==> src/rtl/alu_seq.sv <==
// alu_seq: registered, handshaked successor to the 4-bit combinational ALU.
// Takes one operation per valid/ready transaction. ADD/SUB/logic/shift ops finish
// in a single cycle. MUL is an unsigned shift-add taking WIDTH cycles. The result
// and Z/C/V/S flags are held until the consumer takes them.
// Optional feature macro: ALU_SEQ_SEVSEG_EN (registered hex decode of result[3:0]
// onto sevenSeg). When it is undefined, sevenSeg is tied blank.
module alu_seq #(
    parameter int WIDTH = 8
) (
    input  logic             clk,
    input  logic             rst_n,
    input  logic             in_valid,
    output logic             in_ready,
    input  logic [2:0]       op,
    input  logic [WIDTH-1:0] a,
    input  logic [WIDTH-1:0] b,
    output logic             out_valid,
    input  logic             out_ready,
    output logic [WIDTH-1:0] result,
    output logic             Z,
    output logic             C,
    output logic             V,
    output logic             S,
    output logic             busy,
    output logic [6:0]       sevenSeg
);

    localparam int SHW = $clog2(WIDTH);

    localparam logic [1:0] ST_IDLE = 2'd0;
    localparam logic [1:0] ST_MUL  = 2'd1;
    localparam logic [1:0] ST_DONE = 2'd2;

    localparam logic [2:0] OP_ADD = 3'b000;
    localparam logic [2:0] OP_SUB = 3'b001;
    localparam logic [2:0] OP_AND = 3'b010;
    localparam logic [2:0] OP_OR  = 3'b011;
    localparam logic [2:0] OP_XOR = 3'b100;
    localparam logic [2:0] OP_SHL = 3'b101;
    localparam logic [2:0] OP_SHR = 3'b110;
    localparam logic [2:0] OP_MUL = 3'b111;

    logic [1:0]         state_q, state_d;
    logic [WIDTH-1:0]   result_q, result_d;
    logic               z_q, z_d, c_q, c_d, v_q, v_d;
    logic [WIDTH-1:0]   mulA_q, mulA_d, mulB_q, mulB_d;
    logic [2*WIDTH-1:0] prod_q, prod_d;
    logic [SHW-1:0]     cnt_q, cnt_d;

    logic [WIDTH:0]     sumW, diffW, shlW, shrW;
    logic [SHW-1:0]     shAmt;
    logic [WIDTH-1:0]   aluRes;
    logic               aluC, aluV;
    logic [2*WIDTH-1:0] addend, prodStep;

    // Single-cycle datapath; the extra top/bottom bit of each shift captures the last bit shifted out
    always_comb begin
        shAmt  = b[SHW-1:0];
        sumW   = {1'b0, a} + {1'b0, b};
        diffW  = {1'b0, a} - {1'b0, b};
        shlW   = {1'b0, a} << shAmt;
        shrW   = {a, 1'b0} >> shAmt;
        aluRes = '0;
        aluC   = 1'b0;
        aluV   = 1'b0;
        case (op)
            OP_ADD: begin
                aluRes = sumW[WIDTH-1:0];
                aluC   = sumW[WIDTH];
                aluV   = (a[WIDTH-1] == b[WIDTH-1]) && (sumW[WIDTH-1] != a[WIDTH-1]);
            end
            OP_SUB: begin
                aluRes = diffW[WIDTH-1:0];
                aluC   = diffW[WIDTH];
                aluV   = (a[WIDTH-1] != b[WIDTH-1]) && (diffW[WIDTH-1] != a[WIDTH-1]);
            end
            OP_AND: aluRes = a & b;
            OP_OR:  aluRes = a | b;
            OP_XOR: aluRes = a ^ b;
            OP_SHL: begin
                aluRes = shlW[WIDTH-1:0];
                aluC   = shlW[WIDTH];
            end
            OP_SHR: begin
                aluRes = shrW[WIDTH:1];
                aluC   = shrW[0];
            end
            default: begin
            end
        endcase
    end

    // One shift-add multiply step: add A shifted by the current bit position when that bit of B is set
    always_comb begin
        addend   = mulB_q[cnt_q] ? ({{WIDTH{1'b0}}, mulA_q} << cnt_q) : '0;
        prodStep = prod_q + addend;
    end

    // Next-state logic for the IDLE -> (MUL) -> DONE transaction sequence
    always_comb begin
        state_d  = state_q;
        result_d = result_q;
        z_d      = z_q;
        c_d      = c_q;
        v_d      = v_q;
        mulA_d   = mulA_q;
        mulB_d   = mulB_q;
        prod_d   = prod_q;
        cnt_d    = cnt_q;
        case (state_q)
            ST_IDLE: begin
                if (in_valid) begin
                    if (op == OP_MUL) begin
                        mulA_d  = a;
                        mulB_d  = b;
                        prod_d  = '0;
                        cnt_d   = '0;
                        state_d = ST_MUL;
                    end else begin
                        result_d = aluRes;
                        z_d      = (aluRes == '0);
                        c_d      = aluC;
                        v_d      = aluV;
                        state_d  = ST_DONE;
                    end
                end
            end
            ST_MUL: begin
                prod_d = prodStep;
                cnt_d  = cnt_q + 1'b1;
                if (cnt_q == SHW'(WIDTH - 1)) begin
                    result_d = prodStep[WIDTH-1:0];
                    z_d      = (prodStep[WIDTH-1:0] == '0);
                    c_d      = |prodStep[2*WIDTH-1:WIDTH];
                    v_d      = |prodStep[2*WIDTH-1:WIDTH];
                    state_d  = ST_DONE;
                end
            end
            ST_DONE: begin
                if (out_ready) begin
                    state_d = ST_IDLE;
                end
            end
            default: state_d = ST_IDLE;
        endcase
    end

    // State and datapath registers; reset aborts any operation in flight
    always_ff @(posedge clk or negedge rst_n) begin
        if (!rst_n) begin
            state_q  <= ST_IDLE;
            result_q <= '0;
            z_q      <= 1'b0;
            c_q      <= 1'b0;
            v_q      <= 1'b0;
            mulA_q   <= '0;
            mulB_q   <= '0;
            prod_q   <= '0;
            cnt_q    <= '0;
        end else begin
            state_q  <= state_d;
            result_q <= result_d;
            z_q      <= z_d;
            c_q      <= c_d;
            v_q      <= v_d;
            mulA_q   <= mulA_d;
            mulB_q   <= mulB_d;
            prod_q   <= prod_d;
            cnt_q    <= cnt_d;
        end
    end

    assign in_ready  = (state_q == ST_IDLE);
    assign out_valid = (state_q == ST_DONE);
    assign busy      = (state_q == ST_MUL);
    assign result    = result_q;
    assign Z         = z_q;
    assign C         = c_q;
    assign V         = v_q;
    assign S         = result_q[WIDTH-1];

`ifdef ALU_SEQ_SEVSEG_EN
    logic [6:0] seg_q, seg_d;

    function automatic logic [6:0] hexToSeg(input logic [3:0] v);
        logic [6:0] s;
        case (v)
            4'h0: s = 7'h3F;
            4'h1: s = 7'h06;
            4'h2: s = 7'h5B;
            4'h3: s = 7'h4F;
            4'h4: s = 7'h66;
            4'h5: s = 7'h6D;
            4'h6: s = 7'h7D;
            4'h7: s = 7'h07;
            4'h8: s = 7'h7F;
            4'h9: s = 7'h6F;
            4'hA: s = 7'h77;
            4'hB: s = 7'h7C;
            4'hC: s = 7'h39;
            4'hD: s = 7'h5E;
            4'hE: s = 7'h79;
            default: s = 7'h71;
        endcase
        return s;
    endfunction

    // Segment pattern follows the next result so it changes on the same edge as result
    always_comb begin
        seg_d = hexToSeg(result_d[3:0]);
    end

    // Segment register resets to the pattern for 0, matching the cleared result
    always_ff @(posedge clk or negedge rst_n) begin
        if (!rst_n) begin
            seg_q <= 7'h3F;
        end else begin
            seg_q <= seg_d;
        end
    end

    assign sevenSeg = seg_q;
`else
    assign sevenSeg = 7'h00;
`endif

endmodule

==> config.mk <==
export PLATFORM = sky130hd
export DESIGN_NAME = alu_seq
export DESIGN_NICKNAME = d
export VERILOG_FILES = /design/src/rtl/alu_seq.sv
export SDC_FILE = /design/constraint.sdc
export NUM_CORES = 1
export LEC_CHECK = 0
export BUFFER_PORTS_ARGS = -buffer_cell sky130_fd_sc_hd__buf_2
export CORE_AREA = 5 5 118 120
export CTS_CLUSTER_DIAMETER = 60
export CTS_CLUSTER_SIZE = 20
export DETAILED_ROUTE_END_ITERATION = 6
export DIE_AREA = 0 0 123 125
export HOLD_SLACK_MARGIN = 0.08
export PLACE_DENSITY_LB_ADDON = 0.08
export SYNTH_ARGS = -nofsm -noshare
export SYNTH_HDL_FRONTEND = slang
export SYNTH_SLANG_ARGS = --single-unit
export TNS_END_PERCENT = 50
==> constraint.sdc <==
create_clock -name clk -period 5.18 [get_ports clk]
set_clock_uncertainty 0.1 [all_clocks]
set_input_delay 0.259 -clock clk [delete_from_list [all_inputs] [get_ports clk]]
set_output_delay 0.259 -clock clk [all_outputs]
set_load 0.01 [all_outputs]
# Yosys cells after proc, flatten, opt, wreduce, memory -nomap -nowiden
# Cells that the tools add are included.
[op_classes]
n_addsub = 4
n_reduce_logical = 12
n_bitwise = 3
eq_ne = 19
n_mux = 32
magnitude_cmp = 1
n_shift = 3
[ops]
columns = ["operator", "n"]
rows = [
  ["one-hot mux 8 bit (7 select lines)", 1],
  ["two-way mux 16 bit", 3],
  ["one-hot mux 16 bit (2 select lines)", 1],
  ["two-way mux 8 bit", 3],
  ["adder 16 bit", 1],
  ["logical NOT 8 bit", 2],
  ["one-hot mux 8 bit (2 select lines)", 1],
  ["left shift 8 x 3 -> 16 bit", 1],
  ["== test 3 bit, second input constant", 5],
  ["adder 8 x 8 -> 9 bit", 1],
  ["two-way mux 1 bit", 9],
  ["AND reduction 3 bit", 3],
  ["left shift 8 x 3 -> 9 bit", 1],
  ["right shift 9 x 3 -> 9 bit", 1],
  ["subtractor 8 x 8 -> 9 bit", 1],
  ["bitwise AND 8 bit", 1],
  ["two-way mux 2 bit", 4],
  ["bitwise OR 8 bit", 1],
  ["one-hot mux 1 bit (2 select lines)", 4],
  ["OR reduction 8 bit", 1],
  ["bitwise XOR 8 bit", 1],
  ["== test 3 x 2 -> 1 bit, second input constant", 2],
  ["two-way mux 3 bit", 2],
  ["!= test 2 x 1 -> 1 bit, second input constant", 3],
  ["other kinds (17)", 21],
]
[totals]
output_inout_bits = 22
in_bits = 23
ff_bits = 48
word_cells = 83

# Depth between registers and ports, before layout
[logic_depth]
ltp_word = 7
mapped_depth = 17
ltp_nobuf = 15

# Least setup slack after synthesis
# OpenSTA, ideal clock, no wires.
[synth_path]
kind = "reg2reg"
start = "register cnt_q[0]"
end = "register v_q (netlist: V)"
t_arrival_ns = 3.644
period_less_slack_ns = 3.868
required_ns = 4.956
path_buffers = 1
path_stages_with_launch = 15
setup_slack_ns = 1.312
path_cell_list = "dfrtp_1 -> clkbuf_1 -> mux4_2 -> nand2_1 -> nor3_1 -> ha_1 -> fa_1 -> a211o_1 -> a2111oi_2 -> o22ai_1 -> a21o_1 -> xnor2_2 -> nand4bb_1 -> o311a_1 -> a211o_1"
[synth_via]
elab_chain_cells = 7
word_cells_on_any_way = 11
classes_between = "add/sub (1); eq/ne (2); shift (1); mux (5); reduce/logical (2)"
[synth_rtl]
columns = ["element", "line", "text"]
rows = [
  ["start, declared", "48", "logic [SHW-1:0] cnt_q, cnt_d;"],
  ["start signal, assigned", "169", "cnt_q <= cnt_d;"],
  ["binary-select mux 1 bit (select 3 bit)", "95", "addend = mulB_q[cnt_q] ? ({{WIDTH{1'b0}}, mulA_q} << cnt_q) : '0;"],
  ["two-way mux 1 bit (implied by the code)", "95", ""],
  ["two-way mux 16 bit", "95", ""],
  ["adder 16 bit", "96", "prodStep = prod_q + addend;"],
  ["OR reduction 8 bit", "135", "v_d = |prodStep[2*WIDTH-1:WIDTH];"],
  ["two-way mux 1 bit", "131", "if (cnt_q == SHW'(WIDTH - 1)) begin"],
  ["one-hot mux 1 bit (2 select lines)", "110", "case (state_q)"],
  ["end signal, assigned", "165", "v_q <= v_d;"],
  ["end, declared", "45", "logic z_q, z_d, c_q, c_d, v_q, v_d;"],
]
# Several ways; a longest one is shown, not always the timed one. The select of a mux whose other input is x is not followed.
# A chain may end at the register's enable or synchronous reset.

# Worst setup path after layout
[layout_path]
start = "register cnt_q[0]"
end = "register c_q (netlist: C)"
[layout_via]
elab_chain_cells = 7
word_cells_on_any_way = 11
classes_between = "add/sub (1); eq/ne (2); shift (1); mux (5); reduce/logical (2)"
[layout_rtl]
columns = ["element", "line", "text"]
rows = [
  ["binary-select mux 1 bit (select 3 bit)", "95", ""],
  ["two-way mux 1 bit (implied by the code)", "95", ""],
  ["two-way mux 16 bit", "95", ""],
  ["adder 16 bit", "96", ""],
  ["OR reduction 8 bit", "134", "c_d = |prodStep[2*WIDTH-1:WIDTH];"],
  ["two-way mux 1 bit", "131", ""],
  ["one-hot mux 1 bit (2 select lines)", "110", ""],
  ["end signal, assigned", "154", "c_q <= 1'b0;"],
  ["end signal, assigned", "164", "c_q <= c_d;"],
  ["end, declared", "45", ""],
]
# Several ways; a longest one is shown, not always the timed one. The select of a mux whose other input is x is not followed.

==> impl_results.html <==
<table>
<tr><th>Metric</th><th>Value</th></tr>
<tr><th colspan="2">Drt</th></tr>
<tr><td>Via density per instance</td><td>5.69</td></tr>
<tr><td>Antenna Violating Nets Remaining</td><td>0</td></tr>
<tr><td>DRC marker count from the first detailed-route iteration</td><td>343</td></tr>
<tr><td>Wire length after detailed routing</td><td>14400 µm</td></tr>
<tr><td>Detailed-routing iteration count for the pre-antenna-repair pass</td><td>5</td></tr>
<tr><td>Average routed wire per standard cell</td><td>18.6 µm</td></tr>
<tr><td>Vias after detailed routing</td><td>4389</td></tr>
<tr><td>DRC viols</td><td>0</td></tr>
<tr><th colspan="2">Synth</th></tr>
<tr><td>Area of the mapped netlist</td><td>0.00494 mm²</td></tr>
<tr><td>Synth area leader</td><td>dfrtp_1</td></tr>
<tr><td>Compound-Gate Fraction of Synth Area</td><td>24.4%</td></tr>
<tr><td>Fraction of the mapped netlist area in adder cells</td><td>12.4%</td></tr>
<tr><td>Largest family of logic cells by synthesized area</td><td>compound AO/OA/AOI/OAI gates</td></tr>
<tr><td>Average instance area after synthesis</td><td>8.49 µm²</td></tr>
<tr><td>List of most frequent post-synthesis cells</td><td>nand2_1, nor2_1, dfrtp_1</td></tr>
<tr><td>Post-synth ARST share</td><td>100%</td></tr>
<tr><td>Count of different cell masters after synthesis</td><td>73</td></tr>
<tr><td>Count of flip-flops with a built-in enable after synthesis</td><td>0</td></tr>
<tr><td>Synthesized instance count</td><td>582</td></tr>
<tr><td>Most common flop cell mapped by yosys</td><td>dfrtp_1</td></tr>
<tr><td>Xor-xnor portion of the synthesized cell area</td><td>3.16%</td></tr>
<tr><td>Synth warn</td><td>0</td></tr>
<tr><td>Synthesized-area fraction occupied by and/or/nand/nor cells</td><td>16.7%</td></tr>
<tr><td>Portion of synthesized cell area occupied by the leading cell type</td><td>24.3%</td></tr>
<tr><td>Part of the Yosys area used for sequential elements</td><td>24.3%</td></tr>
<tr><td>Fraction of synthesized area in multiplexers</td><td>12.7%</td></tr>
<tr><td>Synth top area cells</td><td>dfrtp_1, ha_1, mux2_2</td></tr>
<tr><td>Most numerous cell in the Yosys netlist</td><td>nand2_1</td></tr>
<tr><td>Number of synthesized register bits</td><td>48</td></tr>
<tr><th colspan="2">STA</th></tr>
<tr><td>Fin crit period</td><td>4.40 ns</td></tr>
<tr><td>Final WS setup</td><td>0.785 ns</td></tr>
<tr><td>Post-route clock period utilization</td><td>84.9%</td></tr>
<tr><td>Max_slew headroom</td><td>46.5%</td></tr>
<tr><td>Highest clock frequency the design can meet</td><td>228 MHz</td></tr>
<tr><td>Final Hold Violating Endpoints</td><td>0</td></tr>
<tr><td>Unrepaired setup endpoints after global routing</td><td>no</td></tr>
<tr><td>Final hold slack</td><td>0.152 ns</td></tr>
<tr><td>Number of setup violations in the final report</td><td>0</td></tr>
<tr><td>Slew @ Worst Pin</td><td>0.801 ns</td></tr>
<tr><td>Max-slew violations</td><td>0</td></tr>
<tr><td>Sum of negative setup slack</td><td>0 ns</td></tr>
<tr><th colspan="2">Worst hold path</th></tr>
<tr><td>Min-Delay Path Class</td><td>input pin to flop</td></tr>
<tr><td>Worst Hold Launch</td><td>b[7]</td></tr>
<tr><th colspan="2">Final layout</th></tr>
<tr><td>Area occupied by multi-input gates</td><td>0.00345 mm²</td></tr>
<tr><td>Total Nets Final</td><td>664</td></tr>
<tr><td>Share of post-route cells with drive strength above 1</td><td>15.8%</td></tr>
<tr><td>End-of-flow core utilization</td><td>41.8%</td></tr>
<tr><td>Layout area overhead</td><td>8.94%</td></tr>
<tr><td>Diodes inserted</td><td>0</td></tr>
<tr><td>Combined flip-flop and latch cell area</td><td>0.00120 mm²</td></tr>
<tr><td>Count of filler cells inserted in the layout</td><td>1310</td></tr>
<tr><th colspan="2">CTS</th></tr>
<tr><td>PostCTS Resize Cnt</td><td>0</td></tr>
<tr><td>Clock latency reported for the late side of the worst-skew pair</td><td>0.29 ns</td></tr>
<tr><td>Worst-case clock buffer depth</td><td>2</td></tr>
<tr><td>Root buffer cell</td><td>clkbuf_16</td></tr>
<tr><td>Number of buffers created by CTS</td><td>5</td></tr>
<tr><td>CTS clk-pin slew, worst paths</td><td>0.07 ns</td></tr>
<tr><td>Clock tree from TritonCTS</td><td>built</td></tr>
<tr><td>Number of clock sinks</td><td>48</td></tr>
<tr><td>CTS HTree Levels</td><td>2</td></tr>
<tr><th colspan="2">Die</th></tr>
<tr><td>I/O pins</td><td>45</td></tr>
<tr><td>Horizontal extent of the die</td><td>123 µm</td></tr>
<tr><td>Core area</td><td>0.0129 mm²</td></tr>
<tr><td>Num rows</td><td>42</td></tr>
<tr><td>Starting density of the core</td><td>38.4%</td></tr>
<tr><td>Die area</td><td>0.0154 mm²</td></tr>
<tr><td>Die extent in y</td><td>125 µm</td></tr>
<tr><th colspan="2">Power and ir drop</th></tr>
<tr><td>Switching power share of the total</td><td>44.4%</td></tr>
<tr><td>Net load switching power</td><td>0.00100 W</td></tr>
<tr><td>Overall Power</td><td>0.00226 W</td></tr>
<tr><td>Share of total power in sequential cells</td><td>28.8%</td></tr>
<tr><td>Leakage power figure</td><td>2.53 nW</td></tr>
<tr><td>Power Density</td><td>420 mW/mm²</td></tr>
<tr><td>Worst IR Drop VDD</td><td>0.000182 V</td></tr>
<tr><td>Cell internal power dissipation</td><td>0.00126 W</td></tr>
<tr><td>Power share of the clock group</td><td>17.3%</td></tr>
<tr><td>Combinational share of power</td><td>53.9%</td></tr>
<tr><th colspan="2">Place</th></tr>
<tr><td>HPWL reported at the end of detailed placement</td><td>11200 µm</td></tr>
<tr><td>Port-buffer cells</td><td>37</td></tr>
<tr><td>Worst setup timing slack at the placement stage</td><td>0.809 ns</td></tr>
<tr><td>Placer Congestion</td><td>0.937</td></tr>
<tr><th colspan="2">Critical path</th></tr>
<tr><td>Worst Path Max Fanout</td><td>15</td></tr>
<tr><td>Critical Path RT</td><td>5.25 ns</td></tr>
<tr><td>Reg-to-reg startpoint</td><td>cnt_q[0]</td></tr>
<tr><td>Crit Path Class</td><td>flop to flop</td></tr>
<tr><td>Endpoint kind of the worst setup timing path</td><td>flop</td></tr>
<tr><td>CP peak stage delay</td><td>0.69 ns</td></tr>
<tr><td>Slowest stage cell, crit path</td><td>dfrtp_1</td></tr>
<tr><td>Startpoint class of the critical path</td><td>flop</td></tr>
<tr><td>Critical path cell sequence</td><td>mux4_2 -&gt; nand2_1 -&gt; and2_1 -&gt; nor2_1 -&gt; ha_1 -&gt; nand2_2 -&gt; a211oi_2 -&gt; a31o_4 -&gt; nor4_4 -&gt; o31ai_1 -&gt; xor2_1 -&gt; o311a_1 -&gt; a221o_1</td></tr>
<tr><td>CP Data Arrival Time</td><td>4.47 ns</td></tr>
<tr><td>Worst setup path start</td><td>cnt_q[0]</td></tr>
<tr><td>Slack of the worst reg-to-reg path</td><td>0.78 ns</td></tr>
<tr><th colspan="2">Global route</th></tr>
<tr><td>Vias in the first global route</td><td>4163</td></tr>
<tr><td>GRT Overall Usage</td><td>18.8%</td></tr>
<tr><td>Overflow after GRT</td><td>0</td></tr>
<tr><td>Largest net degree at the start of global routing</td><td>49</td></tr>
<tr><td>Number of antenna violations at the first check in global routing</td><td>0</td></tr>
<tr><td>First-pass GRT wire length</td><td>23000 µm</td></tr>
<tr><th colspan="2">Flow run</th></tr>
<tr><td>Number of max-cap violations</td><td>0</td></tr>
<tr><th colspan="2">Run status</th></tr>
<tr><td>Outcome</td><td>finished clean</td></tr>
</table>
-- state kept, by name (all words and copies together) (netlist names) --
register / flops
cnt_q: 3
V: 1
Z: 1
mulB_q: 8
prod_q: 16
C: 1
result: 8
mulA_q: 8
state_q: 2
-- through the flow --
| stage | cells | instance area, µm² |
|---|---|---|
| 2_1_floorplan | 588 | 4960 |
| 3_3_place_gp | 761 | 5190 |
| 3_5_place_dp | 761 | 5190 |
| 4_1_cts | 771 | 5380 |
| 5_1_grt | 771 | 5380 |
| 6_report | 771 | 5380 |
-- power by group through the flow --
stage / clock, W / sequential, W / combinational [W]
after floorplan: 0 / 0.000602 / 0.000951
after CTS: 0.000404 / 0.000653 / 0.00122
after global placement: 0 / 0.000656 / 0.00121
after global routing: 0.000415 / 0.000676 / 0.00135
after detailed placement: 0 / 0.000661 / 0.00121
final: 0.000392 / 0.000651 / 0.00122
-- metal layers --
layer | GRT usage [%] | part of all wire, %
met5 | 0 | 0
met4 | 3.97 | 1.4
met3 | 2.39 | 4.1
met2 | 28.7 | 45
met1 | 28.3 | 49
-- path summary, 6_finish.rpt --
| path | to | cells after the start |
|---|---|---|
| max | C | 13 |
| min | mulB_q[7] | 2 |
| max reg2reg | C | 13 |
| min reg2reg | result[4] | 2 |
| max in group asynchronous | mulA_q[5] | 3 |
| min in group asynchronous | result[5] | 3 |
-- layout by cell type (no fill, tap or decap), types with 6 or more instances in the layout --
| cell type | n |
|---|---|
| nand2_1 | 58 |
| nor2_1 | 51 |
| dfrtp_1 | 48 |
| ha_1 | 44 |
| a21oi_1 | 43 |
| buf_2 | 37 |
| inv_1 | 32 |
| o21ai_0 | 32 |
| mux2i_1 | 22 |
| mux2_2 | 20 |
| nand3_1 | 12 |
| nor3_1 | 11 |
| xor2_1 | 11 |
| a211oi_1 | 10 |
| a22o_1 | 9 |
| mux4_2 | 8 |
| nand2b_1 | 8 |
| nor2b_1 | 8 |
| a21o_1 | 8 |
| o31ai_1 | 8 |
| a221oi_1 | 7 |
| conb_1 | 7 |
| and3_1 | 6 |
-- worst max-delay path: cells and delay by family (launching register included) --
kind,cells,cell delay [ns]
xor gates and xnor gates,1,0.14
and+or+nand+nor,5,0.78
adders and majority gates,1,0.43
DFF,1,0.69
AOI/OAI and AO/OA,5,1.57
muxes,1,0.56
-- repair_timing --
action                    CTS  global route
hold buffers                2             0
buffers inserted            0             0
hold endpoints to repair   49             0
-- cells by family (layout without fill, tap and decap cells) --
family | Yosys count | after routing
other | 1 | 7
xor gates and xnor gates | 17 | 17
and+or+nand+nor | 174 | 174
muxes | 50 | 50
adders and majority gates | 47 | 47
buffers and inverters | 74 | 81
DFF | 48 | 48
AOI/OAI and AO/OA | 171 | 171
-- final cells by class --
cell class,instances,area share (%)
Multi-Input combinational cell,466,64.0
Clock inverter,2,0.720
Clock buffer,6,2.58
Inverter,33,2.30
Sequential cell,48,22.3
Tap cell,176,4.09
Timing Repair Buffer,40,3.95
Note: power is estimated with default switching activity, not from simulation.
